`src/rtl/serial_adder_fsm.sv`:
```
// ----------------------------------------------------------------------------
// serial_adder_fsm
//
// Bit-serial ripple adder. A single full-adder cell and a carry flip-flop sum
// two WIDTH-bit operands plus a carry-in, one bit per clock, LSB first.
// The result is registered and held until the next operation completes.
//
// Optional feature macro: SERIAL_ADDER_SUB_EN
//   defined   -> extra 'sub' input. When sub=1 at the accepting edge, the
//                block computes a - b as a + ~b + 1 and ignores c_in.
//                c_out=1 then means "no borrow" (a >= b).
//   undefined -> add-only; no 'sub' port.
//
// Handshake (valid/ready):
//   'start' is a request sampled only while idle ('busy' low). The edge on
//   which start=1 is seen in IDLE accepts the operands (edge E0). start
//   while busy is dropped, not queued. 'done' pulses for exactly one cycle
//   WIDTH edges after E0; sum/c_out are valid from then until the next
//   completion. start may be high in the done cycle and is accepted.
//
// Ports:
//   clk        in   1      rising-edge clock
//   rst        in   1      synchronous reset, active-high
//   start      in   1      request, sampled only in IDLE
//   a          in   WIDTH  operand A, captured at E0
//   b          in   WIDTH  operand B, captured at E0
//   c_in       in   1      carry-in, captured at E0
//   sub        in   1      (SERIAL_ADDER_SUB_EN only) subtract select
//   busy       out  1      operation in progress
//   done       out  1      one-cycle completion pulse
//   sum        out  WIDTH  registered result
//   c_out      out  1      registered carry-out
//   state_dbg  out  1      current FSM state (0 = IDLE, 1 = RUN)
// ----------------------------------------------------------------------------
module serial_adder_fsm #(
    parameter int WIDTH = 8
) (
    input  logic             clk,
    input  logic             rst,
    input  logic             start,
    input  logic [WIDTH-1:0] a,
    input  logic [WIDTH-1:0] b,
    input  logic             c_in,
`ifdef SERIAL_ADDER_SUB_EN
    input  logic             sub,
`endif
    output logic             busy,
    output logic             done,
    output logic [WIDTH-1:0] sum,
    output logic             c_out,
    output logic             state_dbg
);

    localparam int CW = (WIDTH > 1) ? $clog2(WIDTH) : 1;
    localparam logic [CW-1:0] LAST_CNT = CW'(WIDTH - 1);

    typedef enum logic {
        IDLE = 1'b0,
        RUN  = 1'b1
    } state_e;

    state_e           state_q, state_d;
    logic [WIDTH-1:0] a_q, a_d;
    logic [WIDTH-1:0] b_q, b_d;
    logic [WIDTH-1:0] res_q, res_d;
    logic [WIDTH-1:0] sum_q, sum_d;
    logic [CW-1:0]    cnt_q, cnt_d;
    logic             carry_q, carry_d;
    logic             c_out_q, c_out_d;
    logic             done_q, done_d;

    // Operand B and the initial carry as they enter the shift path.
    logic [WIDTH-1:0] load_b;
    logic             load_carry;
    // Full-adder cell outputs for the current bit position.
    logic             fa_s;
    logic             fa_c;

`ifdef SERIAL_ADDER_SUB_EN
    // Two's-complement subtract: invert B, inject a 1 as carry.
    assign load_b     = sub ? ~b : b;
    assign load_carry = sub ? 1'b1 : c_in;
`else
    assign load_b     = b;
    assign load_carry = c_in;
`endif

    assign fa_s = a_q[0] ^ b_q[0] ^ carry_q;
    assign fa_c = (a_q[0] & b_q[0]) | (a_q[0] & carry_q) | (b_q[0] & carry_q);

    always_comb begin
        state_d = state_q;
        a_d     = a_q;
        b_d     = b_q;
        res_d   = res_q;
        sum_d   = sum_q;
        cnt_d   = cnt_q;
        carry_d = carry_q;
        c_out_d = c_out_q;
        done_d  = 1'b0;

        case (state_q)
            IDLE: begin
                if (start) begin
                    a_d     = a;
                    b_d     = load_b;
                    carry_d = load_carry;
                    cnt_d   = '0;
                    state_d = RUN;
                end
            end
            RUN: begin
                // Each sum bit enters at the MSB, so after WIDTH shifts the
                // first (LSB) bit has reached position 0.
                res_d   = {fa_s, res_q[WIDTH-1:1]};
                carry_d = fa_c;
                a_d     = a_q >> 1;
                b_d     = b_q >> 1;
                cnt_d   = cnt_q + CW'(1);
                if (cnt_q == LAST_CNT) begin
                    sum_d   = {fa_s, res_q[WIDTH-1:1]};
                    c_out_d = fa_c;
                    done_d  = 1'b1;
                    state_d = IDLE;
                end
            end
            default: begin
                state_d = IDLE;
            end
        endcase
    end

    always_ff @(posedge clk) begin
        if (rst) begin
            state_q <= IDLE;
            a_q     <= '0;
            b_q     <= '0;
            res_q   <= '0;
            sum_q   <= '0;
            cnt_q   <= '0;
            carry_q <= 1'b0;
            c_out_q <= 1'b0;
            done_q  <= 1'b0;
        end else begin
            state_q <= state_d;
            a_q     <= a_d;
            b_q     <= b_d;
            res_q   <= res_d;
            sum_q   <= sum_d;
            cnt_q   <= cnt_d;
            carry_q <= carry_d;
            c_out_q <= c_out_d;
            done_q  <= done_d;
        end
    end

    assign busy      = (state_q == RUN);
    assign done      = done_q;
    assign sum       = sum_q;
    assign c_out     = c_out_q;
    assign state_dbg = state_q;

endmodule
```
`config.mk`:
```
export PLATFORM = sky130hd
export DESIGN_NAME = serial_adder_fsm
export DESIGN_NICKNAME = d
export VERILOG_FILES = /design/src/rtl/serial_adder_fsm.sv
export SDC_FILE = /design/constraint.sdc
export NUM_CORES = 1
export LEC_CHECK = 0
export ABC_AREA = 1
export BUFFER_PORTS_ARGS = -buffer_cell sky130_fd_sc_hd__buf_4
export CAP_MARGIN = 0
export CORE_ASPECT_RATIO = 1.4
export CORE_MARGIN = 2
export CORE_UTILIZATION = 25
export CTS_BUF_LIST = sky130_fd_sc_hd__clkbuf_2
export DETAILED_ROUTE_END_ITERATION = 10
export PLACE_DENSITY_LB_ADDON = 0.25
export SETUP_SLACK_MARGIN = 0.02
export SYNTH_ARGS = -nofsm -noshare
export SYNTH_HDL_FRONTEND = slang
export SYNTH_SLANG_ARGS = --single-unit
```
`constraint.sdc`:
```
create_clock -name clk -period 2.6 [get_ports clk]
set_clock_uncertainty 0.1 [all_clocks]
set_input_delay 0.52 -clock clk [delete_from_list [all_inputs] [get_ports clk]]
set_output_delay 0.52 -clock clk [all_outputs]
set_load 0.005 [all_outputs]
```
Word-level counts from Yosys, hierarchy flattened
Index checks and enable logic that the tools add are counted.

Bits of input ports: 20. Bits in registers: 39. Logic and storage cells: 34. Output and inout bits: 12.

Muxes and demuxes: 12. Add/subtract/negate cells: 1. Equality and inequality tests: 2. Bitwise operators: 8. Reductions and logical operators: 2.

Operator list (number): $pmux W8 S2 (2); $mux W8 (2); $pmux W3 S2 (1); $mux W1 (4); $pmux W1 S2 (2); $add A3 B1 Y3 const B (1); $and A1 B1 Y1 (3); $eq A3 B3 Y1 const B (1); $mux W3 (1); $ne A2 B2 Y1 const B (1); $or A1 B1 Y1 (2); $reduce_and A2 Y1 (1); $reduce_or A2 Y1 (1); $xor A1 B1 Y1 (2); $not A1 Y1 (1).

Logic depth before layout (Yosys ltp)
Gate-level depths: netlist (run 1).

Depth in word-level cells: 4. Mapped depth: 7. Depth with buffers taken out: 6.

Worst setup path after synthesis (run 1)
Ideal clock, no wire load.

Kind: input-to-reg. Start point: input port start. End point: register a_q[1]. Library setup time: 0.110 ns. Required time: 2.390 ns. Path buffers: 2. Cell stages on the path: 6. Arrival time: 1.052 ns. Path slack: 1.338 ns. Cells stage by stage: buf_4 -> buf_2 -> nand3_1 -> nand3_1 -> nand2_1 -> inv_1.

Longest elaborated chain between the ends: 1.

Ends and longest elaborated chain: start, declared (line 40) `input logic start,`; $ne A2 B2 Y1 (no line); end signal, assigned (line 136) `a_q <= '0;`; end signal, assigned (line 146) `a_q <= a_d;`; end, declared (line 63) `logic [WIDTH-1:0] a_q, a_d;`.

Every way passes these cells. A chain may end at the register's enable or synchronous reset.

Final worst setup path (run 1)
Start point: register state_q (netlist: busy). End point: output port busy.

RTL lines: start, declared (line 62) `state_e state_q, state_d;`; start signal, assigned (line 145) `state_q <= state_d;`; end, declared (line 47) `output logic busy,`.

No word-level cell between the ends.

==> results of run 1 <==
Yosys cell counts (all sizes together):
| cell | count | area, µm² |
|---|---|---|
| buf | 13 | 90.1 |
| dfxtp | 38 | 761 |
| nand2 | 61 | 229 |
| nand3 | 40 | 205 |
| nor2 | 7 | 33.8 |
| ha | 2 | 25.0 |
| a21oi | 11 | 55.1 |
| inv | 25 | 96.3 |
| o21ai | 13 | 65.1 |
| fa | 1 | 20.0 |
registers in the layout, indices dropped and copies added (netlist names):
register / cells
done: 1
res_q: 7
b_q: 8
sum: 8
carry_q: 1
a_q: 8
cnt_q: 3
c_out: 1
busy: 1
power by group:
part	total [µW]	leakage (µW)	internal, µW	switching, µW
Clock	257	0.0000304	66.2	191
Sequential	629	0.000311	610	19.3
Combinational	117	0.000592	50.8	65.7
path summary, 6_finish.rpt:
check,to,depth (start not counted)
setup / recovery,busy,1
hold / removal,b_q[7],2
setup reg to reg,sum[1],5
hold reg to reg,sum[0],2
metal layers:
layer / track usage (%) / up-vias / routed length (µm)
li1: - / 719 / -
met1: 12.3 / 581 / 1500
met2: 17.9 / 29 / 1630
met3: 3.72 / 5 / 201
met4: 4.35 / 0 / 62
met5: 0 / - / 0
stage by stage:
stage | area [µm²] | hold slack (ns)
6_report | 1870 | 0.207
3_5_place_dp | 1830 | 0.337
5_1_grt | 1870 | 0.167
4_1_cts | 1870 | 0.193
3_3_place_gp | 1830 | 0.339
2_1_floorplan | 1580 | 0.314
area by class of cell:
| class | instances | area, µm² | area share (%) |
|---|---|---|---|
| inverters | 25 | 96.3 | 5.16 |
| clock buffers | 6 | 30.0 | 1.61 |
| flip-flops and latches | 38 | 761 | 40.8 |
| clock inverters | 2 | 8.76 | 0.469 |
| multi-input cells | 135 | 633 | 33.9 |
| repair buffers | 33 | 248 | 13.3 |
| well taps | 72 | 90.1 | 4.83 |
kinds of logic (layout without fill, tap and decap cells):
logic type               Yosys count  count (layout)  synth area share [%]
AND/OR/NAND/NOR                  108             108                  29.6
AO/OA/AOI/OAI                     24              24                  7.60
buffers and inverters             38              66                  11.8
adder cells (fa/ha/maj)            3               3                  2.85
flip-flops                        38              38                  48.1
==> results.toml, run 1 <==
[routing]
dr_total_vias = 1334
drtIter0Drc = 78
drcViolationCount = 0
first_pass_iters = 4
wl_per_cell_um = 10.9
wl_mm = 3.39
ant_nets = 0
vias_per_cell = 4.29

[sta]
worstMarginPinSlew_ns = 0.668
min_period_over_period_pct = 77.0
finalCriticalPeriod_ns = 2.00
timing.final.ws_setup_ns = 0.598
highest_attainable_clock_frequency_ghz = 0.500
timing.slew.headroom_pct = 55.4
unrepaired_setup_endpoints_after_global_routing = "false"
final.setup.tns_ns = 0
hold_viol_final = 0
slew_violations = 0
final_setup_fails = 0

[setup_path]
critical_path.endpoint_type = "output port"
worst_path_dominant_cell_family = "flip-flops"
cp-startpoint = "busy"
r2r_slack_ns = 0.91
worst_r2r_startpoint = "busy"
worstSetupPathType = "reg2out"
start_kind = "register"
crit_path_max_incr_delay_ns = 0.79
critical_path.max_fanout = 17
timing.critical_path.buf_inv = 1
critPathArrivalTime_ns = 1.38
slowest_stage = "sky130_fd_sc_hd__dfxtp_1"
cp_data_required_time_ns = 1.98
path_cells = "buf_4"

[clocking]
sink_count_of_the_clock_tree = 38
cts-buffers-inserted = 5
post_cts_hold_buffers = 0
clk_transition_reported_paths_ns = 0.20
cts_root_buf = "sky130_fd_sc_hd__clkbuf_2"
cts_tree = "built"
postCtsSetupRepairBufs = 0
clock_tree.htree_level_count = 2
worst_skew_pair.late_latency_ns = 0.39
post_cts.resized_instances = 0
clock_tree.buffer_depth = 2

[pwr]
leakage_power_uw = 0.000933
ir_worst_vdd_v = 0.000141
power_density_nw_per_um2 = 537
design_power_uw = 1000

[synth]
synth_seq_area_share_pct = 48.1
netlist_area_um2 = 1580
synth_area_per_cell_um2 = 7.49
synth_seq_cells = 38
mappedNetlistNets = 234
synthesis.yosys.warnings = 0
postSynthCellCount = 211
distinct_cell_type_count_of_the_synthesized_netlist = 17

[placement]
io_buffers = 31
detailedPlacementHpwl_mm = 2.42
dp_worst_setup_slack_ns = 0.906
finalWeightedCongestion = 0.738
post_placement_cell_count = 303

[finish]
area_growth_from_synthesis_to_layout_pct = 18.1
ratio_of_cells_with_drive_above_1_in_the_final_layout_pct = 18.4
layout.core_utilization_pct = 30.3
most-common-layout-cells = "sky130_fd_sc_hd__nand2_1, sky130_fd_sc_hd__nand3_1, sky130_fd_sc_hd__dfxtp_1"
num_antenna_cells = 0
num-nets-final = 261
layout_commonest_cell = "sky130_fd_sc_hd__nand2_1"
final_cell_count_without_fillers = 311
n_fill_cell = 672

[global_routing]
first_global_vias = 1358
total_overflow_reported_by_the_global_router = 0
global_route.usage.total_pct = 10.7
wire_length_of_the_first_global_routing_pass_mm = 5.92
grt_start_max_net_pins = 23
grt_antenna_before_repair = 0

[status]
run_status = "finished, final reports clean"

[die]
ioPinCount = 32
core_area_um2 = 6170
initial_core_utilization_pct = 25.6
std_cell_rows = 34
die_footprint_um2 = 6980
die_w_um = 71.2
chipHeight_um = 98.1

[job]
max-cap-violations = 0

[worst_hold_path]
hold_path.startpoint = "rst"
holdCritPathClass = "in2reg"
(Power assumes the default switching activity.)
==> run 2: changes to the inputs <==
==> constraint.sdc (replaced) <==
create_clock -name clk -period 2 [get_ports clk]
set_clock_uncertainty 0.1 [all_clocks]
set_input_delay 0.4 -clock clk [delete_from_list [all_inputs] [get_ports clk]]
set_output_delay 0.4 -clock clk [all_outputs]
set_load 0.005 [all_outputs]
==> run 2 against run 1 <==
Compared with the run above: non-clock buffer count increased by 2; sequential share of layout area down 0.24 points; utilization increased by 0.18 points; total power rose by 30%; cell area grew 0.60%; register-to-register slack worse by 0.29 ns; first-iteration DRC count is 41% lower; global-route usage hardly changed; die area unchanged; cell count grew 0.32%; critical path depth rose by 1; sequential power up 29%; largest cell class unchanged.
==> results.toml, run 2 (synthesis results as in run 1) <==
[clocking]
post_cts_hold_buffers = 0
clk_transition_reported_paths_ns = 0.17
worst_skew_pair.late_latency_ns = 0.37
postCtsSetupRepairBufs = 0
cts_root_buf = "sky130_fd_sc_hd__clkbuf_2"
post_cts.resized_instances = 0
sink_count_of_the_clock_tree = 38
clock_tree.htree_level_count = 2
clock_tree.buffer_depth = 2
cts-buffers-inserted = 5
cts_tree = "built"

[die]
die_w_um = 71.2
die_footprint_um2 = 6980
std_cell_rows = 34
chipHeight_um = 98.1
ioPinCount = 32
initial_core_utilization_pct = 25.6
core_area_um2 = 6170

[setup_path]
start_kind = "register"
critPathArrivalTime_ns = 1.22
path_cells = "buf_4 -> buf_4"
cp_data_required_time_ns = 1.50
worst_path_dominant_cell_family = "flip-flops"
critical_path.endpoint_type = "output port"
slowest_stage = "sky130_fd_sc_hd__dfxtp_1"
crit_path_max_incr_delay_ns = 0.44
worstSetupPathType = "reg2out"
worst_path_most_repeated_cell = "sky130_fd_sc_hd__buf_4"
timing.critical_path.buf_inv = 2
critical_path.max_fanout = 22

[finish]
n_fill_cell = 682
num_antenna_cells = 0
num-nets-final = 263
layout_commonest_cell = "sky130_fd_sc_hd__nand2_1"
seq_area_um2 = 761
most-common-layout-cells = "sky130_fd_sc_hd__nand2_1, sky130_fd_sc_hd__nand3_1, sky130_fd_sc_hd__dfxtp_1"
ratio_of_cells_with_drive_above_1_in_the_final_layout_pct = 19.2
multiInputGateArea_um2 = 633
area_growth_from_synthesis_to_layout_pct = 18.8

[routing]
first_pass_iters = 4
wl_per_cell_um = 10.9
ant_nets = 0
routedLengthMet1_mm = 1.50
route.met2.wl_mm = 1.69
dr_wl_met3_um = 154
wl_mm = 3.41
dr_total_vias = 1360
topRoutingLayerUsed = "met4"
drcViolationCount = 0
drtIter0Drc = 46
vias_per_cell = 4.36

[global_routing]
global_route.usage.total_pct = 10.8
wire_length_of_the_first_global_routing_pass_mm = 5.97
total_overflow_reported_by_the_global_router = 0
first_global_vias = 1328
grt_start_max_net_pins = 23
grt_antenna_before_repair = 0

[placement]
dp_worst_setup_slack_ns = 0.563
io_buffers = 31
detailedPlacementHpwl_mm = 2.46
finalWeightedCongestion = 0.736

[sta]
final_setup_fails = 0
highest_attainable_clock_frequency_ghz = 0.581
worstMarginPinSlew_ns = 0.483
slew_violations = 0
timing.final.ws_setup_ns = 0.279
timing.hold.ws_ns = 0.120
timing.slew.headroom_pct = 67.7
unrepaired_setup_endpoints_after_global_routing = "false"
final.setup.tns_ns = 0
finalCriticalPeriod_ns = 1.72
min_period_over_period_pct = 86.0
hold_viol_final = 0

[status]
run_status = "finished, final reports clean"

[worst_hold_path]
holdCritPathClass = "in2reg"

[pwr]
power_density_nw_per_um2 = 692
ir_worst_vdd_v = 0.000194
leakage_power_uw = 0.000942

[job]
max-cap-violations = 0
run 2: layout make-up:
class | count | share of cell area [%]
multi-input combinational | 135 | 33.7
sequential | 38 | 40.5
clock buffer | 7 | 1.87
inverter | 25 | 5.13
tap | 72 | 4.80
timing repair buffer | 35 | 14.0
run 2: through the flow:
step	total power, µW	instance area [µm²]	std cells	utilization, %
6_report	1300	1880	312	30.4
5_1_grt	1380	1880	312	30.4
4_1_cts	1320	1880	312	30.4
3_5_place_dp	992	1840	305	29.9
3_3_place_gp	991	1840	305	29.9
2_1_floorplan	938	1580	211	-
run 2: worst paths after layout:
kind | startpoint | to | slack [ns] | depth (start not counted)
worst min register to register | res_q[1] | sum[0] | 0.36 | 2
worst min-delay path | rst | cnt_q[1] | 0.12 | 2
worst max-delay path | busy | busy | 0.28 | 2
worst max register to register | busy | sum[7] | 0.62 | 4
run 2: worst reg2reg max path, cell delays in order, from the launching register on:
cell and delay [ns]:
sky130_fd_sc_hd__dfxtp_1 0.44, sky130_fd_sc_hd__buf_4 0.27, sky130_fd_sc_hd__nand2_1 0.27, sky130_fd_sc_hd__nand3_1 0.15
sky130_fd_sc_hd__o21ai_0 0.08
run 2: per-layer routing:
metal  up-vias  GRT usage, %
li1        721             -
met1       609          12.5
met2        25          18.2
met3         5          3.30
met4         0          4.35
met5         -             0
run 2: power by group:
part	internal [µW]	switching (µW)	total, µW
registers	792	18.6	811
clock network	91.2	236	327
logic	69.2	91.6	161
total	953	346	1300
